### src/rtl/alu_req_arbiter.sv
// Round-robin arbiter that sequences one shared ALU/multiplier between two requesters.
// Optional exe_done watchdog is built when ALU_ARB_TIMEOUT_EN is defined.
module alu_req_arbiter #(
  parameter int N       = 32,
  parameter int TIMEOUT = 64
) (
  input  logic         clk,
  input  logic         rst_n,
  input  logic         r0_valid,
  output logic         r0_ready,
  input  logic [2:0]   r0_op,
  input  logic [N-1:0] r0_a,
  input  logic [N-1:0] r0_b,
  input  logic         r1_valid,
  output logic         r1_ready,
  input  logic [2:0]   r1_op,
  input  logic [N-1:0] r1_a,
  input  logic [N-1:0] r1_b,
  output logic         rsp0_valid,
  input  logic         rsp0_ready,
  output logic         rsp1_valid,
  input  logic         rsp1_ready,
  output logic [N-1:0] rsp_data,
  output logic         rsp_err,
  output logic         exe_start,
  output logic [2:0]   exe_op,
  output logic [N-1:0] exe_a,
  output logic [N-1:0] exe_b,
  input  logic         exe_done,
  input  logic [N-1:0] exe_result
);

  typedef enum logic [1:0] {IDLE, ISSUE, WAIT, RESP} state_t;

  state_t state, state_nxt;
  logic   last_grant;
  logic   grant_q;
  logic   grant;
  logic   any_valid;
  logic   accept;
  logic   rsp_hs;
  logic   timeout_hit;

  // Grant favours whichever requester was not served last when both compete.
  always_comb begin
    any_valid  = r0_valid | r1_valid;
    grant      = (r0_valid && r1_valid) ? ~last_grant : r1_valid;
    r0_ready   = rst_n && (state == IDLE) && any_valid && !grant;
    r1_ready   = rst_n && (state == IDLE) && any_valid && grant;
    accept     = (r0_valid && r0_ready) || (r1_valid && r1_ready);
    exe_start  = (state == ISSUE);
    rsp0_valid = (state == RESP) && !grant_q;
    rsp1_valid = (state == RESP) && grant_q;
    rsp_hs     = (rsp0_valid && rsp0_ready) || (rsp1_valid && rsp1_ready);
    state_nxt  = state;
    unique case (state)
      IDLE:    if (accept) state_nxt = ISSUE;
      ISSUE:   state_nxt = WAIT;
      WAIT:    if (exe_done || timeout_hit) state_nxt = RESP;
      RESP:    if (rsp_hs) state_nxt = IDLE;
      default: state_nxt = IDLE;
    endcase
  end

  always_ff @(posedge clk) begin
    if (!rst_n) begin
      state      <= IDLE;
      last_grant <= 1'b1;
      grant_q    <= 1'b0;
      exe_op     <= '0;
      exe_a      <= '0;
      exe_b      <= '0;
      rsp_data   <= '0;
    end else begin
      state <= state_nxt;
      if (accept) begin
        grant_q <= grant;
        exe_op  <= grant ? r1_op : r0_op;
        exe_a   <= grant ? r1_a  : r0_a;
        exe_b   <= grant ? r1_b  : r0_b;
      end
      if (timeout_hit) begin
        rsp_data <= '0;
      end else if ((state == WAIT) && exe_done) begin
        rsp_data <= exe_result;
      end
      if (rsp_hs) begin
        last_grant <= grant_q;
      end
    end
  end

`ifdef ALU_ARB_TIMEOUT_EN
  localparam int CntW = $clog2(TIMEOUT + 1);

  logic [CntW-1:0] wait_cnt;
  logic            err_q;

  // A done arriving on the final WAIT cycle still wins over the timeout.
  assign timeout_hit = (state == WAIT) && !exe_done && (wait_cnt == CntW'(TIMEOUT - 1));
  assign rsp_err     = err_q;

  always_ff @(posedge clk) begin
    if (!rst_n) begin
      wait_cnt <= '0;
      err_q    <= 1'b0;
    end else begin
      if (state == ISSUE) begin
        wait_cnt <= '0;
      end else if (state == WAIT) begin
        wait_cnt <= wait_cnt + 1'b1;
      end
      if (timeout_hit) begin
        err_q <= 1'b1;
      end else if (rsp_hs) begin
        err_q <= 1'b0;
      end
    end
  end
`else
  logic unused_timeout;

  assign unused_timeout = (TIMEOUT < 1);
  assign timeout_hit    = 1'b0;
  assign rsp_err        = 1'b0;
`endif

endmodule

### config.mk
export PLATFORM = sky130hd
export DESIGN_NAME = alu_req_arbiter
export DESIGN_NICKNAME = d
export VERILOG_FILES = /design/src/rtl/alu_req_arbiter.sv
export SDC_FILE = /design/constraint.sdc
export NUM_CORES = 1
export LEC_CHECK = 0
export CAP_MARGIN = 20
export CORE_MARGIN = 5
export CORE_UTILIZATION = 40
export DETAILED_ROUTE_END_ITERATION = 6
export PLACE_DENSITY = 0.87
export SYNTH_ARGS = -nofsm -noshare
export SYNTH_HDL_FRONTEND = slang
export SYNTH_SLANG_ARGS = --single-unit
### constraint.sdc
create_clock -name clk -period 2.4 [get_ports clk]
set_input_delay 0.24 -clock clk [delete_from_list [all_inputs] [get_ports clk]]
set_output_delay 0.24 -clock clk [all_outputs]
set_load 0.02 [all_outputs]
# Word level (Yosys, flattened, before mapping)
# Index checks and enable logic that the tools add are counted.
# word_totals
regBits,103
inputBits,173
out_inout_bits,105
elab_cells,41
# op_classes
n_eq_ne,6
muxes,8
bitwise,2
reduce_logical,18
# ops
operator,count
$mux W32,2
$logic_and A1 B1 Y1,12
$pmux W2 S4,1
$mux W2,3
$ne A2 B2 Y1 const B,3
$eq A2 B2 Y1 const B,2
$mux W3,1
$reduce_and A3 Y1,1
$eq A2 B1 Y1 const B,1
$logic_not A1 Y1,2
$logic_not A2 Y1,1
$logic_or A1 B1 Y1,2
$mux W1,1
$not A1 Y1,1
$or A1 B1 Y1,1

# Depth between registers and ports, before layout
# depth
depth_word,8
depth_mapped,7
mapped_depth_nobuf,5

# Worst setup path before layout
# OpenSTA, ideal clock, no wires.
# synth_timing
path_type,register to output
from,reg state[0]
to,out r0_ready
arrival_ns,1.186
required_time_ns,2.160
setup_slack_ns,0.974
path_stages_with_launch,5
path_buffers,0
cell_sequence,dfxtp_1 -> inv_1 -> ha_1 -> nand2_1 -> nor3_1
# synth_between
elab_chain_len,4
# synth_lines
item,line_no,text
from (decl),35,"state_t state, state_nxt;"
from (signal assigned),75,state <= state_nxt;
$logic_not A2 Y1,48,r0_ready = rst_n && (state == IDLE) && any_valid && !grant;
$logic_and A1 B1 Y1 (3 in series),48,
to (decl),10,"output logic r0_ready,"
# Every way passes these cells.

# Final worst setup path
# Ends and elaborated chain as after synthesis.

==> flow_metrics.tcl <==
set metrics [dict create \
    clock-sinks 103 \
    cts_tree "done" \
    die_w_um 114 \
    start_util_pct 40.6 \
    grt_pass1_vias 4614 \
    synth.yosys.warnings 0 \
    multi_input_area_um2 2070 \
    synthesis.area_um2 4360 \
    place_congestion 0.908 \
    grt_max_degree 106 \
    ys_seq_elements 103 \
    finalCritPeriodShare_pct 91.8 \
    clkSlewWorstSetupHoldPaths_ns 0.09 \
    pre_cts_ws_ns 0.362 \
    fillers 823 \
    post_cts_buffers 0 \
    grt_pass1_wl_mm 22.2 \
    max-vdd-ir-drop_mv 0.549 \
    portBuffers 276 \
    yosysUniqueCellTypes 23 \
    seqCellArea_um2 2060 \
    mostFrequentLayoutCell "clkdlybuf4s50_1" \
    maxCapViolations 0 \
    status "completed" \
    avgSynthCellArea_um2 9.11 \
    grt_usage_pct 20.9 \
    dpl.hpwl_mm 11.2 \
    cp_data_required_time_ns 2.16 \
    layout_common_cells "275 x clkdlybuf4s50_1, 103 x dfxtp_1, 71 x nand2_1" \
    p_per_area_nw_per_um2 821 \
    slew_viol_final 0 \
    ant_nets 0 \
    vias_per_cell 5.04 \
    coreArea_um2 10700 \
    setup_tns_ns 0 \
    relSlewSlack_pct 43.9 \
    end_kind "output port" \
    drc 0 \
    pin_count 278 \
    drive_above_1_share_pct 3.80 \
    row_count 38 \
    fin_crit_ns 2.20 \
    clock-root-buffer "clkbuf_8" \
    hold_path_class "in -> reg" \
    syn_nets 657 \
    dieArea_um2 13100 \
    routedWlPerCell_um 16.6 \
    vias 4423 \
    drt-initial-drc-count 249 \
    diodes 0 \
    setup_viol 0 \
    worstSkewPairLatency_ns 0.34 \
    rsz0062_at_grt "no" \
    cp-start-kind "flip-flop" \
    worstMarginPinSlew_ns 0.841 \
    wirelength_mm 14.5 \
    fp.dieH_um 114 \
    htree_levels 3 \
    arrival_ns 1.96 \
    seq_area_frac_synth_pct 47.3 \
    hold_viol 0 \
    fin_skew_ns 0.0103 \
    syn_to_final_growth_pct 70.7 \
    synthCells 479 \
    cts_buffers 9 \
    regToRegSetupSlack_ns 0.64 \
    static-leakage-power_nw 2.74 \
    grt.overflow.total 0 \
    worst-path-max-fanout 5 \
    timing.fmax_ghz 0.454 \
    cts_resized 0 \
    layout_setup_ws_ns 0.196 \
    critical_path_class "reg -> out" \
    antenna_found_initial 0 \
    cts_max_path_buffers 2 \
    first_pass_iters 4 \
    postCtsHoldBufs 0 \
    nets 910 \
    fin_hold_ws_ns 0.430 \
]
[worst paths after layout]
path	startpoint	endpoint	depth (start not counted)
worst max-delay path	state[0]	r0_ready	5
worst min-delay path	rst_n	grant_q	4
worst max register to register	state[0]	exe_b[6]	6
worst min register to register	rsp_data[28]	rsp_data[28]	2
[where the power goes]
| group | switching [mW] | internal (mW) | total (mW) |
|---|---|---|---|
| logic | 1.26 | 1.18 | 2.44 |
| clock network | 0.571 | 0.855 | 1.43 |
| registers | 0.191 | 2.06 | 2.25 |
| total | 2.02 | 4.10 | 6.12 |
[cell type report]
cell class	count	share of cell area, %
Clock buffer	11	2.03
Clock inverter	5	1.71
Inverter	3	0.151
Multi-Input combinational cell	330	27.8
Sequential cell	103	27.7
Tap cell	140	2.35
Timing Repair Buffer	285	38.3
[registers in the layout, indices dropped and copies added (netlist names)]
| name | cells |
|---|---|
| state | 2 |
| rsp_data | 32 |
| last_grant | 1 |
| exe_op | 3 |
| grant_q | 1 |
| exe_a | 32 |
| exe_b | 32 |
[per-stage QoR]
stage               total power, mW  util [%]  instances  instance area [um2]
global placement               4.66      66.7        861                 7170
global route                   6.47      69.3        877                 7450
finish                         6.12      69.3        877                 7450
detailed placement             4.74      66.7        861                 7170
floorplan                      3.53         -        479                 4360
CTS                            6.18      69.3        877                 7450
[cell usage after synthesis]
| cell type | count | area share, % |
|---|---|---|
| a21boi_0 | 33 | 5.7 |
| a21boi_1 | 1 | 0.17 |
| a21oi_1 | 69 | 7.9 |
| a221oi_1 | 1 | 0.20 |
| and2_1 | 2 | 0.29 |
| and3_1 | 1 | 0.14 |
| buf_12 | 1 | 0.46 |
| buf_2 | 11 | 1.3 |
| buf_4 | 5 | 0.86 |
| buf_8 | 1 | 0.34 |
| clkbuf_1 | 21 | 1.8 |
| clkbuf_4 | 4 | 0.69 |
| conb_1 | 1 | 0.086 |
| dfxtp_1 | 103 | 47 |
| ha_1 | 5 | 1.4 |
| inv_1 | 3 | 0.26 |
| mux2i_1 | 70 | 16 |
| nand2_1 | 71 | 6.1 |
| nor2b_1 | 3 | 0.43 |
| nor3_1 | 1 | 0.11 |
| o211a_1 | 1 | 0.23 |
| o21ai_0 | 70 | 8.0 |
| o31ai_1 | 1 | 0.17 |
[worst max-delay path, stage by stage (launching register included)]
cell	delay (ns)
dfxtp_1	0.35
inv_1	0.12
ha_1	0.27
nand2_1	0.10
nor3_1	0.17
clkdlybuf4s50_1	0.63
[metal layers]
layer / track usage, % / part of all wire (%) / routed length (um)
met3: 7.29 / 8.8 / 1280
met1: 22.7 / 38 / 5550
met2: 37.5 / 50 / 7300
met5: 0 / 0 / 0
met4: 7.68 / 2.8 / 405
[cells by family after synthesis]
group / Yosys count / share of synthesized area (%)
other: 1 / 0.0860
adder cells (fa/ha/maj): 5 / 1.43
AND/OR/NAND/NOR: 78 / 7.08
buffers and inverters: 46 / 5.68
AO/OA/AOI/OAI: 176 / 22.4
flip-flops: 103 / 47.3
multiplexers: 70 / 16.1
No activity file was read; power rests on OpenSTA's default activity.
==> patch: new RTL, config.mk and constraints unchanged <==
Build with the macro `ALU_ARB_TIMEOUT_EN` defined.
--- a/src/rtl/alu_req_arbiter.sv
+++ b/src/rtl/alu_req_arbiter.sv
@@ -1,4 +1,6 @@
 // Round-robin arbiter that sequences one shared ALU/multiplier between two requesters.
 // Optional exe_done watchdog is built when ALU_ARB_TIMEOUT_EN is defined.
+`define ALU_ARB_TIMEOUT_EN
+
 module alu_req_arbiter #(
   parameter int N       = 32,
Function: no difference found for any inputs over 10 cycles, from zero or initial values and one cycle with rst_n low; that may be too few to reach the edited logic, so the function may still have changed.
==> patch against the original RTL <==
Via count increased by 4.8%; power increased by 6.7%; fmax about the same; final area increased by 6.2%; sequential cell count increased by 8; routed wire length increased by 5.2%; synthesized area increased by 8.1%; largest power group unchanged; worst setup slack improved by 1.7 ps.
==> patch: results (changes against the original RTL) <==
* Status: finished clean
* Leading register cell type out of synthesis: dfxtp_1
* First-pass GRT wire length at 24,100 um (+8.8%)
* Reg2reg setup slack at 410 ps (-230 ps)
* Max Root-Sink Buffers at 2 (unchanged)
* CTS clock-pin slew for the worst setup and hold paths at 70 ps (-20 ps)
* Max-cap violations at 0 (unchanged)
* Buffers, non-clock at 287 (+0.70%)
* Relative slew slack at 0.664 (+0.225)
* VDD IR max at 392 uV (-29%)
* Layout non-clock buf frac at 0.366 (-0.0163)
* Final WL at 15,300 um (+5.2%)
* Clkbuf count at 12 (+1)
* Layout cells sized above 1 at 0.0361 (-0.00191)
* Gr usage total at 0.208 (-0.00105)
* Synth async-reset ratio at 0 (unchanged)
* Largest registers: exe_a x32, exe_b x32, rsp_data x32
* Area of the multi-input gates at 2280 um^2 (+10%)
* Post-synth cell types at 32 (+39%)
* CTS resizes at 0 (unchanged)
* Cts bufs inserted at 9 (unchanged)
* Iteration count of the initial detailed-routing pass at 4 (unchanged)
* Top post-synthesis cells by count: dfxtp_1, nand2_1, mux2i_1, nor2_1, a211oi_1
* Comb_multi_in at 355 (+7.6%)
* Inverters, non-clock at 7 (+4)
* Post-Syn Nets at 692 (+5.3%)
* Clk sinks at 111 (+7.8%)
* Yosys warning count at 0 (unchanged)
* Largest cells by area after synthesis: dfxtp_1, mux2i_1, nand2_1
* Largest net degree at the start of global routing at 71 (-33%)
* Slowest CP cell: clkdlybuf4s50_1
* PortBufs at 277 (+0.36%)
* Ant. Diodes at 0 (unchanged)
* Final net count at 949 (+4.3%)
* Vias in the first global route at 4,753 (+3.0%)
* DR iter-0 viols at 220 (-12%)
* Cell family with most CP delay: buffers and inverters
* Post-DP HPWL at 12,200 um (+9.0%)
* Postcts setup bufs at 0 (unchanged)
* Seq/Total Area, Yosys at 0.471 (-0.00165)
* Filler cells at 839 (+1.9%)
* P_leak at 3.12 nW (+14%)
* Worst min path class: in -> reg
* Vias at 4,637 (+4.8%)
* Initial antenna violation count at 0 (unchanged)
* Fin Clk Skew at 8.53 ps (-1.77 ps)
* Worst Path Arrival at 1960 ps (about the same)
* Seq. cell area at 2220 um^2 (+7.8%)
* Critical Path Fanout Max at 4 (-1)
* Clk_lat worst skew at 340 ps (about the same)
* CTS root buffer: clkbuf_16
* Layout clock area frac at 0.0389 (+0.00145)
* GP Congestion at 0.821 (-9.6%)
* CP max stage delay at 670 ps (+40 ps)
* # H-tree levels at 3 (unchanged)
patch: cell count changes in the layout (fill, tap and decap cells not counted), sizes merged, moves of 3 or more:
cell	delta
dfxtp	+8
bufinv	-3
nand2	+29
o211a	+25
a211oi	+41
nand4	+3
inv	+5
a21boi	-32
a21oi	-32
nor2b	-3
o21ai	-66
nor2	+49
patch: power breakdown:
| part | total [mW] | switching (mW) | internal (mW) |
|---|---|---|---|
| registers | 2.41 | 0.205 | 2.20 |
| clock network | 1.51 | 0.642 | 0.869 |
| logic | 2.61 | 1.33 | 1.28 |
patch: metal layers:
layer | vias up | global-route usage | routed length (um)
met5 | - | 0 | 0
met4 | 0 | 0.0723 | 343
met3 | 23 | 0.0826 | 1560
met2 | 218 | 0.370 | 7650
met1 | 2085 | 0.224 | 5750
li1 | 2311 | - | -
patch: cell families (layout without fill, tap and decap cells):
group	count (synthesis)	in the layout	share of synthesized area
AOI/OAI and AO/OA	113	113	0.172
xor gates and xnor gates	4	4	0.00743
adders and majority gates	5	5	0.0133
buffers and inverters	48	310	0.0485
DFF	111	111	0.471
muxes	70	70	0.149
and+or+nand+nor	163	163	0.139
patch: final timing paths:
check | depth (start not counted) | end | from
worst max-delay path | 5 | r0_ready | state[0]
worst max register to register | 7 | rsp_data[11] | state[0]
worst min register to register | 2 | rsp_data[30] | rsp_data[30]
worst min-delay path | 3 | rsp_data[19] | exe_result[19]
patch: metrics by stage:
step | hold WS [ps] | area, um^2 | utilization | worst slack (ps) | cells
finish | 448 | 7910 | 0.690 | 198 | 919
global route | 455 | 7910 | 0.690 | 119 | 919
CTS | 444 | 7910 | 0.690 | 194 | 919
detailed placement | 452 | 7600 | 0.663 | 301 | 903
global placement | 442 | 7600 | 0.663 | 309 | 903
floorplan | 375 | 4720 | - | 759 | 514
